`src/rtl/vga_exp_pkg.sv`:
```
// ============================================================================
// Package : vga_exp_pkg
// Shared types and constants for the sdram_vga_exp pattern generator/checker.
// VGA_CHK_FULL16_EN widens the checked pattern from 10 to 16 bits.
// Revision: 1.0
// ============================================================================
`default_nettype none

package vga_exp_pkg;

    typedef enum logic [1:0] {
        IDLE = 2'd0,
        RUN  = 2'd1,
        DONE = 2'd2
    } state_t;

`ifdef VGA_CHK_FULL16_EN
    localparam int CHK_W = 16;
`else
    localparam int CHK_W = 10;
`endif

    localparam int DEF_DATA_DEPTH = 1024 * 768;
    localparam int DEF_SPAN_NUM   = 9;

endpackage

`default_nettype wire

```
`src/rtl/vga_pat_cmp.sv`:
```
// ============================================================================
// Module  : vga_pat_cmp
// Combinational expected-value generator and comparator for one pixel word.
// Revision: 1.0
// ============================================================================
`default_nettype none

module vga_pat_cmp
    import vga_exp_pkg::*;
#(
    parameter int CNT_W = 10
) (
    input  logic [CHK_W-1:0] i_init,
    input  logic [CNT_W-1:0] i_idx,
    input  logic [CHK_W-1:0] i_data,
    output logic             o_mismatch
);

    logic [CHK_W-1:0] w_expected;

    // Sum is taken at CHK_W bits so the pattern wraps at 2**CHK_W.
    assign w_expected = i_init + CHK_W'(i_idx);
    assign o_mismatch = (i_data != w_expected);

endmodule

`default_nettype wire

```
`config.mk`:
```
export PLATFORM = sky130hd
export DESIGN_NAME = vga_pat_cmp
export DESIGN_NICKNAME = d
export VERILOG_FILES = /design/src/rtl/vga_exp_pkg.sv /design/src/rtl/vga_pat_cmp.sv
export SDC_FILE = /design/constraint.sdc
export NUM_CORES = 1
export LEC_CHECK = 0
export ABC_AREA = 1
export BUFFER_PORTS_ARGS = -buffer_cell sky130_fd_sc_hd__buf_2
export CAP_MARGIN = 20
export CORE_AREA = 2 2 39 41
export DETAILED_ROUTE_END_ITERATION = 10
export DIE_AREA = 0 0 41 43
export GPL_TIMING_DRIVEN = 0
export PLACE_DENSITY_LB_ADDON = 0.25
export SLEW_MARGIN = 20
export SYNTH_ARGS = -nofsm -noshare
export SYNTH_HDL_FRONTEND = slang
export SYNTH_SLANG_ARGS = --single-unit
```
`constraint.sdc`:
```
create_clock -name vclk -period 2.42
set_input_delay 0.242 -clock vclk [all_inputs]
set_output_delay 0.242 -clock vclk [all_outputs]
set_load 0.005 [all_outputs]
```
* Word-level counts from Yosys, hierarchy flattened
Index checks and enable logic that the tools add are counted.
** Word-level totals
- Memories :: 0
- Bits in registers :: 0
- Bits of input ports :: 30
- Word-level logic and storage cells :: 2
- Output and inout bits :: 1
- Memory bits (read-only) :: 0
- Memory bits (writable) :: 0
- Latch bits :: 0
** Operators by class
- Div/mod/pow operators :: 0
- Reductions and logical operators :: 0
- Shift-type cells :: 0
- Equality and inequality tests :: 1
- $add $sub $neg :: 1
- Muxes and demuxes :: 0
- $lt $le $gt $ge :: 0
- Multipliers :: 0
- Bitwise operators :: 0
** Operators with widths (count)
- adder 10 bit :: 1
- != test 10 bit :: 1

* Logic depth before layout (Yosys ltp)
- Depth in word-level cells :: 2
- Depth in mapped cells :: 13
- Depth with buffers taken out :: 13

* Least setup slack after synthesis
No wires, ideal clock.
- Kind :: input -> output
- Start :: input port i_init[0]
- End :: output port o_mismatch
- Required time :: 2.178 ns
- Stages on the path :: 10
- Data arrival time :: 1.515 ns
- Buffers on the path :: 0
- Setup slack :: 0.663 ns
- Path through :: ha_1 > fa_1 > xnor2_1 > nand2_1 > nor2_1 > nand2_1 > nor2_1 > nand2_1 > nor2_1 > nand2_1
** On the way
- Cells in the longest elaborated chain, start to end :: 2
** Ends and longest elaborated chain
- from (decl) :: line vga_pat_cmp.sv:13 : input logic [CHK_W-1:0] i_init,
- adder 10 bit :: line vga_pat_cmp.sv:22 : assign w_expected = i_init + CHK_W'(i_idx);
- != test 10 bit :: line vga_pat_cmp.sv:23 : assign o_mismatch = (i_data != w_expected);
- to (decl) :: line vga_pat_cmp.sv:16 : output logic o_mismatch
No other way between the ends.

* Worst setup path in the final report
Same ends and word-level chain as after synthesis.

==> impl.org <==
** Run
- The tool flagged a number of max-cap violations equal to 0.

** Die
- During I/O placement, the number of pins put on the boundary was 31.
- The floorplan step defined a core boundary enclosing 1380 um2.
- Initial Utilization :: 47.9%
- Die area :: 1760 um2
- Placement Rows :: 14
- Measured along the x axis, the die boundary spans 41 um.
- Height of the chip :: 43 um

** Power and ir drop
- Lkg Pwr :: 0.530 nW
- Power density over cell area :: 225 nW/um2
- Across the VDD grid, the largest voltage drop is 0.119 mV.

** Timing
- After routing, the total negative slack on setup checks comes to 0 ns.
- Portion of the clock cycle consumed by the worst path in the final layout :: 86.8%
- After layout, the worst setup slack is 0.319 ns.
- The final-report max-slew violation count is 0.
- Timing would allow up to 0.476 GHz.
- Setup violations remaining at the end of the flow were counted as 0.
- Unrepaired setup endpoints after global routing :: false
- Minimum clock period after layout :: 2.10 ns
- In this run the tightest slew margin relative to its limit is 84.5%.
- The number of hold violations in the final report came to 0.
- On the final layout, the worst hold slack is 0.889 ns.
- Slew at the pin closest to its max-slew limit :: 0.232 ns

** Synth
- Number of distinct library cell variants in the gate-level netlist after synthesis :: 13
- Sequential element share of the synthesized area :: 0%
- Post-Synthesis Mean Instance Area :: 5.31 um2
- Synthesis produced 125 cells.
- Cell Area, Synth :: 663 um2
- Synthesis warning total :: 0
- The number of nets in the synthesized netlist is 165.

** Drt
- Dividing the detail-routed wire length by the instance count gives 8.45 um.
- The pre-antenna-repair detailed-routing pass consisted of 4 iterations.
- Vias after detailed routing :: 840
- Summed over all layers, the routed wires come to 1450 um.
- Remaining antenna violation count :: 0
- Vias per inst :: 4.88
- First DRT Iteration DRCs :: 12
- After detailed routing, the number of remaining DRC violations is 0.

** Setup path
- Worst-path maximum fanout :: 4
- At the worst endpoint, the arrival time is 1.86 ns.
- STA classifies the critical path startpoint as a primary input.
- Grouping stages by cell kind, the critical path spends the most delay in simple AND/OR/NAND/NOR gates.
- Most frequent CP cell :: nand2_1
- On the critical path, the stage with the largest delay is an instance of fa_1.
- The largest single stage delay on the critical path is 0.40 ns.
- STA puts the critical path data required time at 2.18 ns.
- Number of gates on the worst path with buffers counted :: 14
- Together, buffers and inverters on the worst path number 2.
- STA classifies the critical path endpoint as an output port.
- The worst setup path is of the primary input to output port kind.
- Walking the worst path, the cells encountered are buf_2 > ha_1 > fa_1 > nand2_1 > nand2_2 > nand2_2 > nand2_1 > nand2_1 > nor2_1 > nor2_1 > nand2_1 > nor2_1 > nand2_1 > buf_2.

** Final layout
- In the finished layout, the clock tree contains a buffer count of 0.
- Final Util :: 60.6%
- The net count of the finished layout is 198.
- Seq_cells :: 0
- Sequential cell area :: 0 um2
- Area Growth Syn to Fin :: 26.4%
- Antenna cell count :: 0
- The post-route netlist has 21.8% of its cells at a drive strength greater than 1.

** Placement
- Number of buffers inserted by port buffering :: 31
- After legalization and detailed placement, the total HPWL measured 1350 um.
- At the end of routability-driven placement, the weighted congestion stood at 0.747.
- Worst-case setup slack after placement :: 0.313 ns

** Clock tree
- After clock tree synthesis, the repair step resized 0 gates.
- Setup fix buffers added after clock tree synthesis :: 0
- The number of hold buffers added after CTS was 0.

** GRT
- Number of antenna violations at the first check in global routing :: 0
- Pin count of the biggest net entering global routing :: 6
- Aggregate global routing overflow :: 0
- The via count of the first global-routing pass was 713.
- The first global-routing pass estimated 2420 um of wire.
- In the global route stage, overall resource usage came out at 18.3%.

** Worst hold path
- Hold crit path type :: primary input to output port
- Count of cells along the worst hold path :: 6

** Outcome
- The flow ran to the end, and the final reports show no timing, DRC or antenna violations.
==> synthesized netlist by cell type <==
cell type / n / area (um2)
inv_1: 16 / 60.1
a21oi_1: 3 / 15.0
xor2_1: 5 / 43.8
ha_1: 9 / 113
nand3b_1: 4 / 30.0
nor2_1: 13 / 48.8
fa_1: 1 / 20.0
nand3_1: 13 / 65.1
nand2_2: 2 / 12.5
xnor2_1: 5 / 43.8
nand2_1: 52 / 195
a21o_1: 1 / 7.51
or2_4: 1 / 8.76
==> logic make-up after synthesis <==
group | synth area share [%]
and+or+nand+nor | 54.3
buffers and inverters | 9.06
xor gates and xnor gates | 13.2
adders and majority gates | 20.0
AOI/OAI and AO/OA | 3.40
==> layer usage <==
metal	GRT usage [%]	share of wire, %
met5	0	0
met4	0	0
met3	0	4.7
met2	37.2	54
met1	20.4	42
==> final cells by class <==
| class | instances | area (um2) |
|---|---|---|
| Multi-Input combinational cell | 109 | 603 |
| Tap cell | 16 | 20.0 |
| Fill cell | 165 | 546 |
| Inverter | 16 | 60.1 |
| Timing Repair Buffer | 31 | 155 |
==> worst min-delay path, delay by kind of cell <==
kind                   cells  cell delay (ns)
AND/OR/NAND/NOR            4             0.22
buffers and inverters      2             0.19
==> metrics by stage <==
| step | instance area [um2] | instances | total power, mW |
|---|---|---|---|
| detailed placement | 838 | 172 | 0.190 |
| global route | 838 | 172 | 0.218 |
| global placement | 838 | 172 | 0.184 |
| CTS | 838 | 172 | 0.191 |
| finish | 838 | 172 | 0.189 |
| floorplan | 663 | 125 | 0.138 |
==> placed cells by master (no fill, tap or decap) <==
| cell type | n |
|---|---|
| xor2_1 | 5 |
| nand2_1 | 52 |
| ha_1 | 9 |
| nand2_2 | 2 |
| a21oi_1 | 3 |
| a21o_1 | 1 |
| buf_2 | 31 |
| fa_1 | 1 |
| nand3_1 | 13 |
| or2_4 | 1 |
| inv_1 | 16 |
| nand3b_1 | 4 |
| xnor2_1 | 5 |
| nor2_1 | 13 |
==> power breakdown <==
part | total, mW | leakage [nW] | internal (mW) | switching [mW]
registers | 0 | 0 | 0 | 0
clock network | 0 | 0 | 0 | 0
logic | 0.189 | 0.530 | 0.0859 | 0.103
total | 0.189 | 0.530 | 0.0859 | 0.103
==> final timing paths <==
path                  start          to  slack (ns)
hold / removal    i_data[4]  o_mismatch        0.89
setup / recovery  i_init[0]  o_mismatch        0.32
Note: power is estimated with default switching activity, not from simulation.
